--- src/rtl/imem_loader_pkg.sv ---
// Shared constants for the instruction-memory loader: FSM encodings,
// header length and the bytes-per-word derivation.
package imem_loader_pkg;

  localparam logic [2:0] ST_IDLE   = 3'd0;
  localparam logic [2:0] ST_LEN_HI = 3'd1;
  localparam logic [2:0] ST_LEN_LO = 3'd2;
  localparam logic [2:0] ST_DATA   = 3'd3;
  localparam logic [2:0] ST_CSUM   = 3'd4;
  localparam logic [2:0] ST_DONE   = 3'd5;

  localparam int HDR_LEN = 2;

  function automatic int bytes_per_word(input int dwidth);
    return dwidth / 8;
  endfunction

endpackage

--- src/rtl/word_assembler.sv ---
// Big-endian byte-to-word assembler. The completed word and the
// word_complete pulse are presented combinationally with the last byte.
module word_assembler
  import imem_loader_pkg::*;
#(
  parameter int DWIDTH = 32
) (
  input  logic              clk,
  input  logic              rst_n,
  input  logic              clear,
  input  logic              byte_valid,
  input  logic [7:0]        byte_in,
  output logic [DWIDTH-1:0] word,
  output logic              word_complete
);

  localparam int BPW = bytes_per_word(DWIDTH);
  localparam int CW  = (BPW > 1) ? $clog2(BPW) : 1;

  logic [DWIDTH-1:0] shreg;
  logic [CW-1:0]     cnt;

  assign word          = (shreg << 8) | DWIDTH'(byte_in);
  assign word_complete = byte_valid && (cnt == CW'(BPW - 1));

  always_ff @(posedge clk or negedge rst_n) begin
    if (!rst_n) begin
      shreg <= '0;
      cnt   <= '0;
    end else if (clear) begin
      shreg <= '0;
      cnt   <= '0;
    end else if (byte_valid) begin
      shreg <= word;
      cnt   <= word_complete ? '0 : cnt + 1'b1;
    end
  end

endmodule

--- src/rtl/imem_loader.sv ---
// Loads a length-prefixed big-endian byte stream into instruction memory.
// Optional trailing XOR checksum when IMEM_LOADER_CSUM_EN is defined.
module imem_loader
  import imem_loader_pkg::*;
#(
  parameter int DWIDTH = 32,
  parameter int AWIDTH = 10
) (
  input  logic              clk,
  input  logic              rst_n,
  input  logic              start,
  input  logic [7:0]        rx_data,
  input  logic              rx_valid,
  output logic              rx_ready,
  output logic              mem_we,
  output logic [AWIDTH-1:0] mem_waddr,
  output logic [DWIDTH-1:0] mem_wdata,
  output logic              busy,
  output logic              done,
  output logic              err,
  output logic [2:0]        dbg_state
);

  // Handshake: a byte transfers on a rising edge where rx_valid && rx_ready;
  // rx_valid may drop at any time and simply stalls the stream.

`ifdef IMEM_LOADER_CSUM_EN
  localparam logic [2:0] ST_TAIL = ST_CSUM;
  logic [7:0] csum;
`else
  localparam logic [2:0] ST_TAIL = ST_DONE;
`endif

  logic [2:0]        state, state_nxt;
  logic [7:0]        len_hi;
  logic [15:0]       remaining;
  logic [AWIDTH-1:0] addr;
  logic              accept, data_byte, asm_clear, word_complete, oversize;
  logic [15:0]       len_full;
  logic [DWIDTH-1:0] word;

  assign accept    = rx_valid && rx_ready;
  assign data_byte = accept && (state == ST_DATA);
  assign asm_clear = (state == ST_IDLE) && start;
  assign len_full  = {len_hi, rx_data};
  assign oversize  = 32'(len_full) > (32'd1 << AWIDTH);
  assign dbg_state = state;

  word_assembler #(.DWIDTH(DWIDTH)) u_word_assembler (
    .clk          (clk),
    .rst_n        (rst_n),
    .clear        (asm_clear),
    .byte_valid   (data_byte),
    .byte_in      (rx_data),
    .word         (word),
    .word_complete(word_complete)
  );

  always_comb begin
    state_nxt = state;
    case (state)
      ST_IDLE:   if (start) state_nxt = ST_LEN_HI;
      ST_LEN_HI: if (accept) state_nxt = ST_LEN_LO;
      ST_LEN_LO: begin
        if (accept) begin
          if (oversize)            state_nxt = ST_DONE;
          else if (len_full == '0) state_nxt = ST_TAIL;
          else                     state_nxt = ST_DATA;
        end
      end
      ST_DATA:   if (word_complete && remaining == 16'd1) state_nxt = ST_TAIL;
      ST_CSUM:   if (accept) state_nxt = ST_DONE;
      ST_DONE:   state_nxt = ST_IDLE;
      default:   state_nxt = ST_IDLE;
    endcase
  end

  // Status outputs are registered from the next state so they line up with it.
  always_ff @(posedge clk or negedge rst_n) begin
    if (!rst_n) begin
      state     <= ST_IDLE;
      rx_ready  <= 1'b0;
      mem_we    <= 1'b0;
      mem_waddr <= '0;
      mem_wdata <= '0;
      busy      <= 1'b0;
      done      <= 1'b0;
      err       <= 1'b0;
      len_hi    <= '0;
      remaining <= '0;
      addr      <= '0;
`ifdef IMEM_LOADER_CSUM_EN
      csum      <= '0;
`endif
    end else begin
      state    <= state_nxt;
      rx_ready <= (state_nxt == ST_LEN_HI) || (state_nxt == ST_LEN_LO) ||
                  (state_nxt == ST_DATA)   || (state_nxt == ST_CSUM);
      busy     <= (state_nxt != ST_IDLE);
      done     <= (state_nxt == ST_DONE);
      mem_we   <= 1'b0;
      case (state)
        ST_IDLE: begin
          if (start) begin
            err  <= 1'b0;
            addr <= '0;
          end
        end
        ST_LEN_HI: if (accept) len_hi <= rx_data;
        ST_LEN_LO: begin
          if (accept) begin
            remaining <= len_full;
            if (oversize) err <= 1'b1;
          end
        end
        ST_DATA: begin
          if (word_complete) begin
            mem_we    <= 1'b1;
            mem_wdata <= word;
            mem_waddr <= addr;
            addr      <= addr + 1'b1;
            remaining <= remaining - 16'd1;
          end
        end
`ifdef IMEM_LOADER_CSUM_EN
        ST_CSUM: if (accept && rx_data != csum) err <= 1'b1;
`endif
        default: ;
      endcase
`ifdef IMEM_LOADER_CSUM_EN
      // Running XOR covers header and data; the checksum byte itself is excluded.
      if (asm_clear)
        csum <= '0;
      else if (accept && state != ST_CSUM)
        csum <= csum ^ rx_data;
`endif
    end
  end

endmodule

--- config.mk ---
export PLATFORM = sky130hd
export DESIGN_NAME = imem_loader
export DESIGN_NICKNAME = d
export VERILOG_FILES = /design/src/rtl/imem_loader_pkg.sv /design/src/rtl/word_assembler.sv /design/src/rtl/imem_loader.sv
export SDC_FILE = /design/constraint.sdc
export NUM_CORES = 1
export LEC_CHECK = 0
export BUFFER_PORTS_ARGS = -buffer_cell sky130_fd_sc_hd__buf_4
export CELL_PAD_IN_SITES_DETAIL_PLACEMENT = 0
export CELL_PAD_IN_SITES_GLOBAL_PLACEMENT = 1
export CORE_ASPECT_RATIO = 0.9
export CORE_MARGIN = 5
export CORE_UTILIZATION = 45
export CTS_CLUSTER_DIAMETER = 60
export DETAILED_ROUTE_END_ITERATION = 7
export PLACE_DENSITY = 0.83
export SYNTH_ARGS = -nofsm -noshare
export SYNTH_HDL_FRONTEND = slang
export SYNTH_HIERARCHICAL = 1
export SYNTH_SLANG_ARGS = --single-unit
--- constraint.sdc ---
create_clock -name clk -period 3.7 [get_ports clk]
set_input_delay 0 -clock clk [delete_from_list [all_inputs] [get_ports clk]]
set_output_delay 0 -clock clk [all_outputs]
set_load 0.03 [all_outputs]
==> results_dict.tcl <==
set metrics [dict create \
    outcome "completed" \
    fin_nets 580 \
    first_pass_iters 4 \
    hold_violations 0 \
    clock_sinks 110 \
    cts.path.max_buffers 2 \
    timing.final.ws_setup_ns 1.15 \
    fin_cells 720 \
    rsz0062_at_grt "false" \
    die_y_um 110 \
    cts-root-buf "clkbuf_16" \
    cp.arrival_ns 2.81 \
    holdPathStages 4 \
    end_kind "flip-flop" \
    power_density_nw_per_um2 656 \
    drc 0 \
    ys_seq_area_frac 0.546 \
    clk_latency_ns 0.35 \
    dpl.cell_count 695 \
    grt_util_all_layers 0.176 \
    clock_skew_ns 0.0102 \
    setup_tns_ns 0 \
    place_congestion 0.804 \
    relSlewSlack 0.380 \
    cp_max_fo 49 \
    cp-start-kind "flip-flop" \
    power_leakage_nw 2.88 \
    wl_per_cell_um 15.2 \
    postRouteAntennaNets 0 \
    finalMaxSlewViolations 0 \
    synthArstFlopShare 1.00 \
    synth_area_um2 5040 \
    drt-initial-drc-count 271 \
    start_util 0.462 \
    final-setup-viol-count 0 \
    critPathMaxStageDelay_ns 0.61 \
    synth_cells 514 \
    synth-seq-cells 110 \
    num_rows 36 \
    holdWs_ns 0.114 \
    fin_util 0.544 \
    reg2reg_depth 9 \
    min_period_ns 2.55 \
    dp_worst_setup_slack_ns 1.19 \
    pin_count 62 \
    synth_cell_types 60 \
    min_path_type "in2reg" \
    post_cts_buffers 0 \
    wirelength_um 11000 \
    antenna_found_initial 0 \
    cap_violations 0 \
    cts_tree "yes" \
    die_area_um2 13400 \
    portBuffers 61 \
    h-tree-depth 3 \
    layout-drive-gt1-share 0.181 \
    syn-mean-instance-area_um2 9.80 \
    worst_pin_slew_ns 0.931 \
    grt-ovfl-total 0 \
    dieWidth_um 122 \
    syn_nets 530 \
    stdcell_area_um2 5930 \
    num_antenna_cells 0 \
    post-dp-hpwl_um 7430 \
    clkTransAtPathRegs_ns 0.07 \
    coreArea_um2 10900 \
    crit_slowest_cell "dfrtp_1" \
    numCtsBuffers 9 \
    crit_chain "nand3b_1 -> buf_4 -> nor2_4 -> and2_1 -> nand4b_1 -> buf_4 -> a21oi_1 -> a41o_1 -> a21oi_1" \
    synthToLayoutAreaGrowth_pct 17.6 \
    ys.warnings.count 6 \
    power_mw 3.88 \
    ys.flop_type "dfrtp_1" \
    synth-edff-count 0 \
    place_area_um2 5520 \
    grt_pass1_wl_um 18700 \
    num_vias 3797 \
    grt_max_degree 50 \
    grt_pass1_vias 3756 \
    crit_required_ns 3.96 \
    max_freq_mhz 393 \
    crit_type "reg2reg" \
    via_per_inst 5.27 \
    ir_drop_v 0.000288 \
    finalCritPeriodShare 0.688 \
]
[cell usage after synthesis, drive strengths merged (3+ instances only)]
cell,n,share of area
nor2,40,0.030
mux2i,29,0.058
a22oi,3,0.0045
mux2,8,0.018
ha,4,0.0099
or3,3,0.0037
clkbuf,16,0.012
nor3,8,0.0079
dfrtp,110,0.55
buf,23,0.033
nand2,146,0.11
inv,6,0.0045
o22a,5,0.0087
and3,3,0.0037
and2,3,0.0037
o211ai,7,0.010
a21oi,18,0.018
nand4,4,0.0050
nand3,8,0.0079
or4,4,0.0067
o22ai,4,0.0050
nor4,10,0.014
o21ai,12,0.012
xnor2,3,0.0052
nor4b,3,0.0065
[worst max-delay path, delay by kind of cell, from the launching register on]
kind | cells | cell delay [ns]
AO/OA/AOI/OAI | 3 | 0.69
buffers and inverters | 2 | 0.66
AND/OR/NAND/NOR | 4 | 0.48
flip-flops | 1 | 0.61
[per-layer routing]
layer	global-route usage	vias up	part of all wire
met5	0	-	0
met4	0.0432	0	0.0068
met3	0.0378	5	0.036
met2	0.279	74	0.47
met1	0.251	1862	0.48
li1	-	1856	-
[timing repair]
action,CTS,global route
endpoints found under the hold margin,68,0
gates resized for setup,0,0
hold buffers,10,0
endpoints found under the setup margin,0,0
[final timing paths]
| path | slack [ns] | to | from |
|---|---|---|---|
| worst max-delay path | 1.15 | addr[9]$_DFFE_PN0P_ | dbg_state[2]$_DFF_PN0_ |
| worst min-delay path | 0.11 | dbg_state[0]$_DFF_PN0_ | rx_valid |
| worst max register to register | 1.15 | addr[9]$_DFFE_PN0P_ | dbg_state[2]$_DFF_PN0_ |
| worst min register to register | 0.48 | mem_wdata[30]$_DFFE_PN0P_ | u_word_assembler/shreg[22]$_DFFE_PN0P_ |
| max in group asynchronous | 2.68 | u_word_assembler/shreg[8]$_DFFE_PN0P_ | rst_n |
| min in group asynchronous | 0.17 | mem_waddr[7]$_DFFE_PN0P_ | rst_n |
[cells by family after synthesis]
kind of cell,Yosys count,synth area share
AND/OR/NAND/NOR,245,0.219
flip-flops,110,0.546
AO/OA/AOI/OAI,69,0.0936
buffers and inverters,45,0.0492
multiplexers,37,0.0755
XOR/XNOR,4,0.00695
adder cells (fa/ha/maj),4,0.00993
[report_power, final]
group / total (mW) / switching [mW] / internal, mW
clock network: 0.995 / 0.459 / 0.536
logic: 1.09 / 0.621 / 0.469
registers: 1.80 / 0.309 / 1.49
total: 3.88 / 1.39 / 2.50
[sequential cells by signal, summed over array words and instances (netlist names)]
signal	cells
rx_ready	1
u_word_assembler/shreg	24
u_word_assembler/cnt	2
err	1
mem_waddr	10
mem_wdata	32
dbg_state	3
remaining	16
len_hi	8
busy	1
mem_we	1
done	1
addr	10
[final cells by class]
class                      count  area [um^2]
fill                         979         4970
sequential                   110         2750
multi-input combinational    359         2050
timing repair buffer          78          611
clock buffer                   9          225
tap                          152          190
clock inverter                 6         78.8
inverter                       6         22.5
[layout by cell type, fill, tap and decap left out, types with 3 or more instances in the layout]
master,n
xnor2_1,3
dlygate4sd3_1,10
nor2_1,38
and2_1,3
o22a_1,5
inv_1,5
buf_4,68
o21ai_0,12
nand2_1,146
nand4_1,4
a22oi_1,3
dfrtp_1,110
nor3_1,8
mux2i_1,29
mux2_2,8
clkbuf_16,9
a21oi_1,18
and3_1,3
or4_1,3
nand3_1,8
nor4_1,9
o22ai_1,4
or3_1,3
o211ai_1,7
ha_1,4
Note: power is estimated with default switching activity, not from simulation.
